### src/rtl/clk_div_pkg.sv
// Shared types and constants for the clock-divider controller family.
// Holds the controller state enum, the reset ratio and the smallest
// ratio the counter can produce a meaningful waveform with.
package clk_div_pkg;

    typedef enum logic [1:0] {
        IDLE,
        RUN,
        PEND,
        STOP
    } ctrl_state_t;

    localparam int DEF_RATIO_C = 10;
    localparam int MIN_RATIO_C = 2;

endpackage

### src/rtl/clk_div_ctrl_if.sv
// Configuration bus between a register-bank master and the divider
// controller: a new divide ratio offered over valid/ready, plus the
// done/err pulses that report how the request was resolved.
interface clk_div_ctrl_if #(
    parameter int RATIO_W = 8
);

    logic               cfg_valid;
    logic [RATIO_W-1:0] cfg_ratio;
    logic               cfg_ready;
    logic               cfg_done;
    logic               cfg_err;

    modport master (
        output cfg_valid,
        output cfg_ratio,
        input  cfg_ready,
        input  cfg_done,
        input  cfg_err
    );

    modport slave (
        input  cfg_valid,
        input  cfg_ratio,
        output cfg_ready,
        output cfg_done,
        output cfg_err
    );

endinterface

### src/rtl/clk_div_core.sv
// Divide-by-N counter and registered divided clock.
// The count runs 0..ratio-1; the output is high for the first ratio/2
// counts of every period. The controller steers it with clear (park at
// zero, output low), load (start a fresh period, output high) and run.
// The ratio input is assumed to be at least 2.
module clk_div_core #(
    parameter int RATIO_W = 8
) (
    input  logic               clk,
    input  logic               rst_n,
    input  logic               clear,
    input  logic               load,
    input  logic               run,
    input  logic [RATIO_W-1:0] ratio,
    output logic               div_clk,
    output logic               tick
);

    localparam logic [RATIO_W-1:0] ONE = RATIO_W'(1);

    logic [RATIO_W-1:0] cnt;
    logic [RATIO_W-1:0] cnt_inc;
    logic [RATIO_W-1:0] half;
    logic               last;

    assign cnt_inc = cnt + ONE;
    assign half    = ratio >> 1;
    assign last    = (cnt == (ratio - ONE));
    assign tick    = run && last;

    // Counter and divided clock advance together so the output never lags the count
    always_ff @(posedge clk or negedge rst_n) begin
        if (!rst_n) begin
            cnt     <= '0;
            div_clk <= 1'b0;
        end else if (clear) begin
            cnt     <= '0;
            div_clk <= 1'b0;
        end else if (load) begin
            cnt     <= '0;
            div_clk <= 1'b1;
        end else if (run) begin
            if (last) begin
                cnt     <= '0;
                div_clk <= 1'b1;
            end else begin
                cnt     <= cnt_inc;
                div_clk <= (cnt_inc < half);
            end
        end
    end

endmodule

### src/rtl/clk_div_ctrl.sv
// Run-time controller for the synchronous clock divider.
// Sequences enable/disable and ratio changes so they only land on period
// boundaries, keeping the divided clock glitch-free. A ratio written while
// idle applies on the next edge; one written while counting is parked in a
// shadow register until the current period ends.
// Optional build macro CLK_DIV_CTRL_ERR_EN: when defined, ratios below 2 are
// rejected with an err pulse; otherwise they are clamped to 2.
module clk_div_ctrl
    import clk_div_pkg::*;
#(
    parameter int RATIO_W   = 8,
    parameter int DEF_RATIO = DEF_RATIO_C
) (
    input  logic                 i_clk,
    input  logic                 i_rst_n,
    input  logic                 i_en,
    clk_div_ctrl_if.slave        cfg,
    output logic                 o_clk,
    output logic                 o_period_tick,
    output logic                 o_busy
);

    localparam logic [RATIO_W-1:0] MIN_RATIO   = RATIO_W'(MIN_RATIO_C);
    localparam logic [RATIO_W-1:0] RESET_RATIO = RATIO_W'(DEF_RATIO);

    ctrl_state_t        state;
    ctrl_state_t        state_next;
    logic [RATIO_W-1:0] ratio;
    logic [RATIO_W-1:0] shadow;
    logic [RATIO_W-1:0] cfg_eff;
    logic               accept;
    logic               take;
    logic               load_cfg;
    logic               load_shadow;
    logic               capture;
    logic               done_q;
    logic               done_next;
    logic               core_clear;
    logic               core_load;
    logic               core_run;
    logic               tick;

    assign accept        = cfg.cfg_valid && cfg.cfg_ready;
    assign cfg.cfg_ready = (state != PEND);
    assign cfg.cfg_done  = done_q;
    assign core_run      = (state != IDLE);
    assign o_busy        = core_run;
    assign o_period_tick = tick;

`ifdef CLK_DIV_CTRL_ERR_EN
    logic err_q;
    logic reject;

    assign take        = accept && (cfg.cfg_ratio >= MIN_RATIO);
    assign reject      = accept && (cfg.cfg_ratio < MIN_RATIO);
    assign cfg_eff     = cfg.cfg_ratio;
    assign cfg.cfg_err = err_q;

    // Rejected requests complete the handshake and are reported one edge later
    always_ff @(posedge i_clk or negedge i_rst_n) begin
        if (!i_rst_n) begin
            err_q <= 1'b0;
        end else begin
            err_q <= reject;
        end
    end
`else
    assign take        = accept;
    assign cfg_eff     = (cfg.cfg_ratio < MIN_RATIO) ? MIN_RATIO : cfg.cfg_ratio;
    assign cfg.cfg_err = 1'b0;
`endif

    // Next-state decode: stops and ratio swaps are only honoured on the last count
    always_comb begin
        state_next  = state;
        core_clear  = 1'b0;
        core_load   = 1'b0;
        load_cfg    = 1'b0;
        load_shadow = 1'b0;
        capture     = 1'b0;
        done_next   = 1'b0;
        case (state)
            IDLE: begin
                if (take) begin
                    load_cfg  = 1'b1;
                    done_next = 1'b1;
                end
                if (i_en) begin
                    state_next = RUN;
                    core_load  = 1'b1;
                end
            end
            RUN: begin
                if (take) begin
                    capture    = 1'b1;
                    state_next = PEND;
                end else if (!i_en) begin
                    if (tick) begin
                        state_next = IDLE;
                        core_clear = 1'b1;
                    end else begin
                        state_next = STOP;
                    end
                end
            end
            PEND: begin
                if (tick) begin
                    load_shadow = 1'b1;
                    done_next   = 1'b1;
                    if (i_en) begin
                        state_next = RUN;
                        core_load  = 1'b1;
                    end else begin
                        state_next = IDLE;
                        core_clear = 1'b1;
                    end
                end
            end
            STOP: begin
                if (take) begin
                    capture    = 1'b1;
                    state_next = PEND;
                end else if (i_en) begin
                    state_next = RUN;
                end else if (tick) begin
                    state_next = IDLE;
                    core_clear = 1'b1;
                end
            end
            default: begin
                state_next = IDLE;
                core_clear = 1'b1;
            end
        endcase
    end

    // State, active ratio, shadow ratio and done pulse; reset drops any pending request
    always_ff @(posedge i_clk or negedge i_rst_n) begin
        if (!i_rst_n) begin
            state  <= IDLE;
            ratio  <= RESET_RATIO;
            shadow <= RESET_RATIO;
            done_q <= 1'b0;
        end else begin
            state  <= state_next;
            done_q <= done_next;
            if (load_cfg) begin
                ratio <= cfg_eff;
            end else if (load_shadow) begin
                ratio <= shadow;
            end
            if (capture) begin
                shadow <= cfg_eff;
            end
        end
    end

    clk_div_core #(
        .RATIO_W (RATIO_W)
    ) u_core (
        .clk     (i_clk),
        .rst_n   (i_rst_n),
        .clear   (core_clear),
        .load    (core_load),
        .run     (core_run),
        .ratio   (ratio),
        .div_clk (o_clk),
        .tick    (tick)
    );

endmodule

### src/flat_wrapper.sv
// flat-port wrapper written by rule: the top's interface ports become plain ports
module clk_div_ctrl_flat import clk_div_pkg::*;
#(
    parameter int RATIO_W   = 8,
    parameter int DEF_RATIO = DEF_RATIO_C
)
  (i_clk, i_rst_n, i_en, o_clk, o_period_tick, o_busy, cfg_cfg_valid, cfg_cfg_ratio, cfg_cfg_ready, cfg_cfg_done, cfg_cfg_err);
  clk_div_ctrl_if #(.RATIO_W(RATIO_W)) cfg_i ();
  input  logic i_clk;
  input  logic i_rst_n;
  input  logic i_en;
  output logic o_clk;
  output logic o_period_tick;
  output logic o_busy;
  input wire logic [$bits(cfg_i.cfg_valid)-1:0] cfg_cfg_valid;
  input wire logic [$bits(cfg_i.cfg_ratio)-1:0] cfg_cfg_ratio;
  output wire logic [$bits(cfg_i.cfg_ready)-1:0] cfg_cfg_ready;
  output wire logic [$bits(cfg_i.cfg_done)-1:0] cfg_cfg_done;
  output wire logic [$bits(cfg_i.cfg_err)-1:0] cfg_cfg_err;
  assign cfg_i.cfg_valid = cfg_cfg_valid;
  assign cfg_i.cfg_ratio = cfg_cfg_ratio;
  assign cfg_cfg_ready = cfg_i.cfg_ready;
  assign cfg_cfg_done = cfg_i.cfg_done;
  assign cfg_cfg_err = cfg_i.cfg_err;
  clk_div_ctrl #(.RATIO_W(RATIO_W), .DEF_RATIO(DEF_RATIO)) u_core (.i_clk(i_clk), .i_rst_n(i_rst_n), .i_en(i_en), .cfg(cfg_i), .o_clk(o_clk), .o_period_tick(o_period_tick), .o_busy(o_busy));
endmodule
### config.mk
export PLATFORM = sky130hd
export DESIGN_NAME = clk_div_ctrl_flat
export DESIGN_NICKNAME = d
export VERILOG_FILES = /design/src/rtl/clk_div_pkg.sv /design/src/rtl/clk_div_ctrl_if.sv /design/src/rtl/clk_div_core.sv /design/src/rtl/clk_div_ctrl.sv /design/src/flat_wrapper.sv
export SDC_FILE = /design/constraint.sdc
export NUM_CORES = 1
export LEC_CHECK = 0
export BUFFER_PORTS_ARGS = -buffer_cell sky130_fd_sc_hd__buf_2
export CAP_MARGIN = 20
export CORE_ASPECT_RATIO = 2
export CORE_MARGIN = 2
export CORE_UTILIZATION = 58
export DETAILED_ROUTE_END_ITERATION = 16
export PLACE_DENSITY = 0.79
export RECOVER_POWER = 50
export SETUP_SLACK_MARGIN = 0.02
export SKIP_LAST_GASP = 1
export SLEW_MARGIN = 20
export SYNTH_ARGS = -nofsm -noshare
export SYNTH_HDL_FRONTEND = slang
export SYNTH_SLANG_ARGS = --single-unit
### constraint.sdc
create_clock -name i_clk -period 3.3 [get_ports i_clk]
set_clock_uncertainty 0.05 [all_clocks]
set_input_delay 0.495 -clock i_clk [delete_from_list [all_inputs] [get_ports i_clk]]
set_output_delay 0.495 -clock i_clk [all_outputs]
set_load 0.005 [all_outputs]
Word-level counts from Yosys, hierarchy flattened --
Cells that the tools add are included.
Storage, ports and cells: register bits after elaboration 28, input bits 12, output and inout port bits 6, logic and storage cells 62
Cells by class: add/sub/neg operators 2, $lt $le $gt $ge 2, eq/ne operators 9, muxes and demuxes 35, reduce and logical (&&, ||, !) cells 8
Operators with widths (count):
- $mux W8 | 7
- $mux W1 | 16
- $mux W2 | 8
- $add A8 B1 Y8 const B | 1
- $eq A8 B8 Y1 | 1
- $lt A8 B2 Y1 const B | 1
- $lt A8 B7 Y1 | 1
- $pmux W2 S4 | 1
- $sub A8 B1 Y8 const B | 1
- $ne A2 B2 Y1 const B | 3
- $pmux W1 S2 | 3
- $eq A2 B2 Y1 const B | 2
- $ne A4 B3 Y1 const B | 1
- $reduce_and A4 Y1 | 1
- $reduce_bool A2 Y1 | 2
- $ne A3 B2 Y1 const B | 1
- $reduce_bool A3 Y1 | 1
- $eq A2 B1 Y1 const B | 1
- $logic_and A1 B1 Y1 | 2
- $logic_not A2 Y1 | 1
- $reduce_or A2 Y1 | 1

Depth between registers and ports, before layout --
Gate-level depths: netlist (run 1).
depth in word-level cells 8, mapped depth 10, gate-level depth less buffers 9

Cells and area by module --
From an unflattened synthesis (run 1), not the netlist that was laid out.
Second synthesis, totals: cell total of the unflattened synthesis 206, area, all modules 1944.4 µm²
By module, submodules not included:
- clk_div_core | times used 1, cells each 125, area an instance 1014.7 µm², sequential area each 225.2 µm²
- clk_div_ctrl | times used 1, cells each 81, area an instance 929.6 µm², sequential area each 480.5 µm²

Worst setup path after synthesis (run 1) --
OpenSTA, ideal clock, no wires.
path type reg-to-output, from register u_core.ratio[0], to output o_period_tick, data arrival time 2.077 ns, data required time 2.755 ns, setup slack 0.678 ns, stages on the path, launching flop included 9, path buffers 1, cell sequence dfrtp_1 inv_1 ha_1 or3b_2 nor4_1 o211ai_1 a211oi_2 buf_2 and2_1
Between the ends: cells in the longest elaborated chain, start to end 3
Ends and longest elaborated chain:
- from (decl) | line clk_div_ctrl.sv:28 | logic [RATIO_W-1:0] ratio;
- from (signal assigned) | line clk_div_ctrl.sv:148 | ratio <= cfg_eff;
- from (signal assigned) | line clk_div_ctrl.sv:150 | ratio <= shadow;
- $sub A8 B1 Y8 | line clk_div_core.sv:28 | assign last = (cnt == (ratio - ONE));
- $eq A8 B8 Y1 | line clk_div_core.sv:28
- $logic_and A1 B1 Y1 | line clk_div_core.sv:29 | assign tick = run && last;
- to (decl) | line flat_wrapper.sv:13 | output logic o_period_tick;
Every way passes these cells.

Worst setup path in the final report (run 1) --
Ends and elaborated chain as after synthesis.

==> results of run 1 <==
through the flow:
step	cell area [um^2]	TNS [ps]	power (mW)	util, %	std cells
floorplan	1800	0	1.31	-	194
global placement	1880	0	1.47	63.3	232
detailed placement	1880	0	1.54	63.3	232
CTS	1950	0	1.77	65.4	236
global route	1980	-12.7	1.93	66.6	239
finish	1980	0	1.81	66.6	239
cell type report:
class / instances / area [um^2]
multi-input cells: 147 / 1030
repair buffers: 21 / 116
clock buffers: 4 / 55.1
well taps: 30 / 37.5
fillers: 234 / 995
inverters: 9 / 33.8
flip-flops and latches: 28 / 706
final timing paths:
| kind | start | end | slack, ps |
|---|---|---|---|
| max | u_core.ratio[0] | o_period_tick | 100 |
| min | cfg_cfg_ratio[3] | u_core.ratio[3] | 400 |
| max reg2reg | u_core.ratio[0] | u_core.u_core.cnt[4] | 360 |
| min reg2reg | u_core.shadow[3] | u_core.ratio[3] | 450 |
| max in group asynchronous | i_rst_n | u_core.u_core.cnt[4] | 1850 |
| min in group asynchronous | i_rst_n | u_core.ratio[7] | 490 |
flip-flops by register name (all words and copies together), names as in the netlist:
name                   count
u_core.cfg.cfg_done        1
u_core.ratio               8
u_core.shadow              8
u_core.state               2
u_core.u_core.cnt          8
u_core.u_core.div_clk      1
cells by family (layout without fill, tap and decap cells):
family	count (synthesis)	count (layout)
xor gates and xnor gates	13	13
DFF	28	28
adders and majority gates	8	8
other	1	1
buffers and inverters	19	34
muxes	7	7
AOI/OAI and AO/OA	37	37
and+or+nand+nor	81	81
power by group:
part           leakage (nW)  switching [mW]  internal [mW]
Combinational         0.519           0.491          0.423
Clock                0.0288           0.113          0.107
Sequential            0.338           0.174          0.503
Total                 0.885           0.778           1.03
Yosys cell counts, drive strengths merged:
cell type,n
a211oi,3
dfstp,4
nand4b,1
dfrtp,24
and3,2
mux2,7
nand2,20
and2,4
a221o,2
a22o,3
a21o,3
o31a,1
or3b,2
nand2b,2
o22ai,1
or4,1
nor2b,2
clkbuf,7
nor3,2
buf,3
nor4b,1
o31ai,1
or2,3
o211ai,4
xnor2,8
o21ai,6
nand3,18
nor4,4
a31oi,2
a21boi,1
o21bai,1
a311oi,1
nor2,11
xor2,5
ha,8
a2bb2oi,2
conb,1
a21oi,4
o22a,1
inv,9
or3,8
o221a,1
routing by layer:
layer / track usage, % / part of all wire (%) / up-vias / wire length (um)
li1: - / - / 727 / -
met1: 25.1 / 35 / 780 / 1520
met2: 47.6 / 57 / 51 / 2430
met3: 3.26 / 3.2 / 23 / 139
met4: 15.2 / 4.6 / 0 / 199
met5: 0 / 0 / - / 0
tightest hold or removal path, cell delays in order:
cell,delay (ps)
buf_2,110
nand2_1,50
nand3_1,70
layout by cell type (no fill, tap or decap), types with 2 or more instances in the layout:
| master | Yosys | routed |
|---|---|---|
| a221o_1 | 2 | 2 |
| or3b_2 | 2 | 2 |
| clkbuf_8 | 0 | 4 |
| nand2_1 | 20 | 20 |
| a2bb2oi_1 | 2 | 2 |
| xor2_1 | 5 | 5 |
| xnor2_1 | 8 | 8 |
| o21ai_0 | 6 | 6 |
| nor2_1 | 11 | 11 |
| nor4_1 | 4 | 3 |
| dfstp_2 | 4 | 4 |
| o211ai_1 | 4 | 4 |
| nand3_1 | 18 | 18 |
| a21oi_1 | 4 | 4 |
| a22o_1 | 3 | 3 |
| inv_1 | 9 | 9 |
| dfrtp_1 | 24 | 24 |
| nand2b_1 | 2 | 2 |
| and2_1 | 3 | 3 |
| a21o_1 | 3 | 3 |
| or3_1 | 4 | 4 |
| buf_4 | 1 | 5 |
| a31oi_1 | 2 | 2 |
| ha_1 | 8 | 8 |
| nor3_1 | 2 | 2 |
| or2_2 | 3 | 3 |
| buf_2 | 1 | 15 |
| or3_2 | 4 | 4 |
| mux2_2 | 7 | 7 |
| nor2b_1 | 2 | 2 |
repair_timing:
| item | in CTS | in global routing |
|---|---|---|
| setup buffers | 0 | 3 |
| resized for setup | 1 | 2 |
| cloned | 0 | 0 |
| endpoints found under the setup margin | 1 | 1 |
| pin swaps | 0 | 1 |
==> flow_summary.ini, run 1 <==
[outcome]
status = completed

[setup_path]
crit_family = simple AND/OR/NAND/NOR gates
reg2reg_depth = 9
max_stage_delay_ps = 550
critPathKind = reg2out
crit_slowest_cell = or3b_2
cp.depth = 8
critPathLaunchType = register
path_cells = inv_1, ha_1, or3b_2, nor4_4, o211ai_1, a211oi_4, and2_1, buf_2
crit_fanout = 5
endpoint_kind = output port
required_ps = 2750
worst-path-buf-inv = 2
arrival_ps = 2650

[global_routing]
grt_pass1_vias = 1648
grt_max_degree = 29
antenna_found_initial = 0
grt.overflow.total = 0
grt_pass1_wl_mm = 7.07
track_usage_pct = 25.7

[cts]
cts_tree = built
clock_latency_ps = 280
cts_num_sinks = 28
clkTransAtPathRegs_ps = 90
cts_root_buf = clkbuf_8
cts-htree-levels = 1
ctsHoldBuffers = 0
cts_inserted_buffers = 3
clock_path_buffers = 2

[logic_synthesis]
yosysWarnings = 0
synth-compound-area-share_pct = 15.8
synthSimpleGateAreaFrac_pct = 23.9
synth_top_area_cell = dfrtp_1
synthAdderAreaFrac_pct = 5.55
synth_xor_area_share_pct = 6.32
ys_top_cells_by_area = dfrtp_1 (33%), dfstp_2 (5.8%), ha_1 (5.6%)
synth_top_family_by_area = simple AND/OR/NAND/NOR gates
synthesis.area_um2 = 1800
syn_avg_cell_area_um2 = 9.29
synthDistinctLibCells = 49
synth_top_area_share_pct = 33.3
synth_seq_cells = 28
synthMuxAreaShare_pct = 4.37
syn_nets = 214
synthCells = 194
ys_seq_area_share_pct = 39.1

[drt]
drt.antenna.violating_nets = 0
num_vias = 1581
routed_wl_mm = 4.29
drtPass1Iterations = 4
drc_errors = 0
drt_iter0_markers = 84
post_drt_wl_per_cell_um = 18.0
via_per_inst = 6.62

[timing]
slew_violations = 0
holdWs_ps = 397
setup_ws_ps = 103
tightest_slew_ps = 1470
hold_viol = 0
slew_headroom_pct = 1.81
period_share_pct = 96.9
max_freq_mhz = 313
setup_viol = 0
fin_crit_ps = 3200

[power_and_ir_drop]
leakagePower_nw = 0.885
irDropWorstVdd_mv = 0.526
p_per_area_nw_per_um2 = 913

[placement]
dp.final_hpwl_mm = 3.26
pre_cts_ws_ps = 319
place_congestion = 0.903
portBuffers = 16

[final_layout]
area_delta_synth_final_pct = 9.99
nets = 230
layout-drive-gt1-share_pct = 24.4
diodes = 0

[die]
rows = 28
die_h_um = 82.9
core_area_um2 = 2980
fp.dieArea_um2 = 3600
start_util_pct = 60.5
io_pins = 18
fp.dieW_um = 43.4

[worst_hold_path]
holdCritPathClass = in2reg
hold_depth = 3

[job]
cap_violations = 0
No activity file was read; power rests on OpenSTA's default activity.
==> run 2: changes to the inputs <==
--- a/config.mk
+++ b/config.mk
@@ -7,7 +7,6 @@
 export LEC_CHECK = 0
 export BUFFER_PORTS_ARGS = -buffer_cell sky130_fd_sc_hd__buf_2
 export CAP_MARGIN = 20
-export CORE_ASPECT_RATIO = 2
 export CORE_MARGIN = 2
 export CORE_UTILIZATION = 58
 export DETAILED_ROUTE_END_ITERATION = 16
==> flow_summary.ini, run 2 (synthesized netlist as in run 1, its figures left out) <==
[power_and_ir_drop]
clkPwrFrac_pct = 9.8
irDropWorstVdd_mv = 0.576
p_int_mw = 0.985
leakagePower_nw = 0.866
comb_power_share_pct = 50.8
p_per_area_nw_per_um2 = 880
p_sw_share_pct = 42.5
p_switching_mw = 0.727
seq_power_share_pct = 39.4

[placement]
place_congestion = 0.890
pre_cts_ws_ps = 363
dp.final_hpwl_mm = 2.87
dp_cells = 235
portBuffers = 16

[worst_hold_path]
hold_end = u_core.ratio[3]
min_from = cfg_cfg_ratio[3]
holdCritPathClass = in2reg
hold_depth = 3

[timing]
fin_crit_ps = 3120
setup_viol = 0
tns_ps = 0
hold_viol = 0
slew_headroom_pct = 3.17
setup_ws_ps = 182
rsz0062_at_grt = false
slew_violations = 0
max_freq_mhz = 321
period_share_pct = 94.5
tightest_slew_ps = 1450

[setup_path]
r2r-end = u_core.u_core.cnt[2]
required_ps = 2750
critPathLaunchType = register
reg2reg_depth = 9
critPathKind = reg2out
rrSetupSlack_ps = 460
worstSetupStartpoint = u_core.ratio[0]
crit_fanout = 4
arrival_ps = 2570
endpoint_kind = output port
worst_r2r_startpoint = u_core.ratio[0]

[global_routing]
grt.overflow.total = 0
antenna_found_initial = 0
grt_pass1_wl_mm = 6.33
track_usage_pct = 23.6
grt_pass1_vias = 1417
grt_max_degree = 29

[drt]
num_vias = 1485
drtPass1Iterations = 4
drt.antenna.violating_nets = 0
drc_errors = 0
routed_wl_mm = 3.82
post_drt_wl_per_cell_um = 15.9
via_per_inst = 6.19
drt_iter0_markers = 63

[job]
cap_violations = 0

[final_layout]
layout_commonest_cell = dfrtp_1
instances_no_fill = 240
layout-drive-gt1-share_pct = 23.7
top_regs = u_core.ratio: 8 flops, u_core.shadow: 8 flops, u_core.u_core.cnt: 8 flops
final_cell_mix = dfrtp_1 (24), nand2_1 (20), nand3_1 (18)
nets = 228
n_fill_cell = 252
diodes = 0
multi_input_area_um2 = 1030
area_delta_synth_final_pct = 7.91
seqCellArea_um2 = 706

[cts]
cts_inserted_buffers = 3
cts_root_buf = clkbuf_4
clock_latency_ps = 330
clock_path_buffers = 2
clkTransAtPathRegs_ps = 140
cts_tree = built
cts-htree-levels = 1
cts_num_sinks = 28
ctsHoldBuffers = 0

[die]
io_pins = 18
fp.dieArea_um2 = 3570
rows = 20
start_util_pct = 60.0
die_h_um = 59.8
core_area_um2 = 3000
fp.dieW_um = 59.8

[outcome]
status = completed
-- run 2: timing repair --
action	in CTS	in global routing
gates resized for setup	0	2
pin swaps	1	0
setup endpoints to repair	1	1
setup buffers	1	0
-- run 2: area by class of cell --
type	instances	area share (%)
inverters	9	1.74
repair buffers	19	5.21
clock buffers	4	1.86
multi-input cells	147	52.8
well taps	33	2.12
flip-flops and latches	28	36.3
-- run 2: worst max-delay path by stage --
stage	endpoint
6_report	o_period_tick
5_1_grt	o_period_tick
4_1_cts	o_period_tick
3_5_place_dp	o_period_tick
3_3_place_gp	o_period_tick
2_1_floorplan	o_period_tick
-- run 2: stage by stage --
step	hold WS, ps	area [um^2]	power [mW]	util (%)
global route	361	1950	1.85	64.8
CTS	114	1930	1.69	64.3
floorplan	149	1800	1.31	-
detailed placement	428	1890	1.52	62.9
finish	348	1950	1.71	64.8
global placement	421	1890	1.47	62.9
-- run 2: metal layers --
metal / track usage [%] / routed length, um / vias to the layer above
li1: - / - / 721
met1: 31.0 / 1830 / 705
met2: 39.6 / 1740 / 47
met3: 3.25 / 148 / 12
met4: 8.25 / 99 / 0
met5: 0 / 0 / -
-- run 2: worst max-delay path, cell delays in order (launching register included) --
cell	delay, ps
dfrtp_1	440
inv_1	90
ha_1	220
or3b_2	520
nor4_4	250
o211ai_1	130
a211oi_2	320
and2_1	170
buf_2	100
-- run 2: power by group through the flow --
stage	logic (mW)	registers [mW]	clock network, mW
4_1_cts	0.853	0.666	0.173
3_5_place_dp	0.843	0.674	0
3_3_place_gp	0.807	0.663	0
5_1_grt	0.972	0.693	0.184
2_1_floorplan	0.707	0.601	0
6_report	0.869	0.675	0.168
==> run 3: changes to the inputs <==
--- a/config.mk
+++ b/config.mk
@@ -5,7 +5,7 @@
 export SDC_FILE = /design/constraint.sdc
 export NUM_CORES = 1
 export LEC_CHECK = 0
-export BUFFER_PORTS_ARGS = -buffer_cell sky130_fd_sc_hd__buf_2
+export BUFFER_PORTS_ARGS = -buffer_cell sky130_fd_sc_hd__buf_4
 export CAP_MARGIN = 20
 export CORE_MARGIN = 2
 export CORE_UTILIZATION = 58
==> flow_summary.ini, run 3 (synthesized netlist as in run 1, its figures left out) <==
[outcome]
status = completed

[final_layout]
diodes = 0
fin_area_um2 = 2000
layout-drive-gt1-share_pct = 23.2
top_regs = u_core.ratio: 8 flops, u_core.shadow: 8 flops, u_core.u_core.cnt: 8 flops
instances_no_fill = 240
area_delta_synth_final_pct = 10.9
final_cell_mix = dfrtp_1 (24), nand2_1 (20), nand3_1 (18)
post-route-util_pct = 66.6
nets = 228
layout_commonest_cell = dfrtp_1

[die]
io_pins = 18
rows = 20
fp.dieW_um = 59.8
die_h_um = 59.8
fp.dieArea_um2 = 3570
core_area_um2 = 3000
start_util_pct = 60.0

[power_and_ir_drop]
leakagePower_nw = 0.883
total_power_mw = 1.79
p_per_area_nw_per_um2 = 893
irDropWorstVdd_mv = 0.470

[setup_path]
critPathKind = reg2out
crit_fanout = 11
arrival_ps = 2580
endpoint_kind = output port
required_ps = 2750
crit_family = simple AND/OR/NAND/NOR gates
worst-path-buf-inv = 3
max_stage_delay_ps = 520
critPathLaunchType = register
path_cells = inv_1, ha_1, or3b_2, nor4_4, o211ai_1, a211oi_2, buf_6, and2_1, buf_4
crit_slowest_cell = or3b_2

[cts]
cts-htree-levels = 1
cts_num_sinks = 28
clock_latency_ps = 330
clkTransAtPathRegs_ps = 160
cts_root_buf = clkbuf_4
cts_tree = built
cts_inserted_buffers = 3
clock_path_buffers = 2
ctsHoldBuffers = 0

[global_routing]
track_usage_pct = 23.8
antenna_found_initial = 0
grt.overflow.total = 0
grt_pass1_wl_mm = 6.45
grt_pass1_vias = 1398
grt_max_degree = 29

[placement]
dp_cells = 235
portBuffers = 16
postPlaceCellArea_um2 = 1930
place_congestion = 0.860
dp.final_hpwl_mm = 2.88

[drt]
drc_errors = 0
post_drt_wl_per_cell_um = 16.3
via_per_inst = 6.16
drtPass1Iterations = 4
routed_wl_mm = 3.90
drt.antenna.violating_nets = 0
drt_iter0_markers = 77
num_vias = 1478

[worst_hold_path]
holdCritPathClass = in2reg

[timing]
hold_viol = 0
max_freq_mhz = 320
slew_headroom_pct = 4.54
slew_violations = 0
period_share_pct = 94.8
tightest_slew_ps = 1430
setup_viol = 0
fin_crit_ps = 3130

[job]
cap_violations = 0
## run 3: area by class of cell
cell class	count	area, um^2
Multi-Input combinational cell	147	1030
Fill cell	240	1000
Sequential cell	28	706
Timing Repair Buffer	19	139
Tap cell	33	41.3
Inverter	9	33.8
Clock inverter	1	30.0
Clock buffer	3	22.5
## run 3: stage by stage
step                      hold WS, ps  setup TNS, ps  worst slack (ps)
after floorplan                   149              0               678
after detailed placement          381              0               453
final                             333              0               171
after CTS                       0.989              0              34.9
after global routing              332         -0.520            -0.520
after global placement            374              0               539
## run 3: per-layer routing
layer  routed length, um  global-route usage [%]  vias up
met4                  47                    7.94        0
met2                1930                    38.8       23
li1                    -                       -      719
met5                   0                       0        -
met1                1810                    33.2      731
met3                 105                    2.38        5
## run 3: power by group
part	switching, mW	internal, mW	total, mW
sequential	0.168	0.502	0.670
clock	0.106	0.123	0.229
combinational	0.453	0.434	0.888
total	0.727	1.06	1.79
## run 3: timing repair
item                                    CTS  global route
buffers inserted                          0             1
gates resized for setup                   0             3
endpoints found under the setup margin    0             1
## run 3: worst register-to-register path, delay by kind of cell (launching register included)
family | cells | cell delay, ps
AO/OA/AOI/OAI | 3 | 820
adder cells (fa/ha/maj) | 1 | 220
buffers and inverters | 1 | 80
flip-flops | 1 | 410
multiplexers | 1 | 410
AND/OR/NAND/NOR | 2 | 790
## run 3: final timing paths
check / cells past startpoint / from / slack (ps) / end
max: 9 / u_core.ratio[0] / 170 / o_period_tick
min: 3 / cfg_cfg_ratio[7] / 330 / u_core.ratio[7]
max reg2reg: 8 / u_core.ratio[0] / 460 / u_core.ratio[1]
min reg2reg: 2 / u_core.shadow[1] / 450 / u_core.shadow[1]
max in group asynchronous: 1 / i_rst_n / 1960 / u_core.u_core.cnt[2]
min in group asynchronous: 1 / i_rst_n / 410 / u_core.shadow[7]
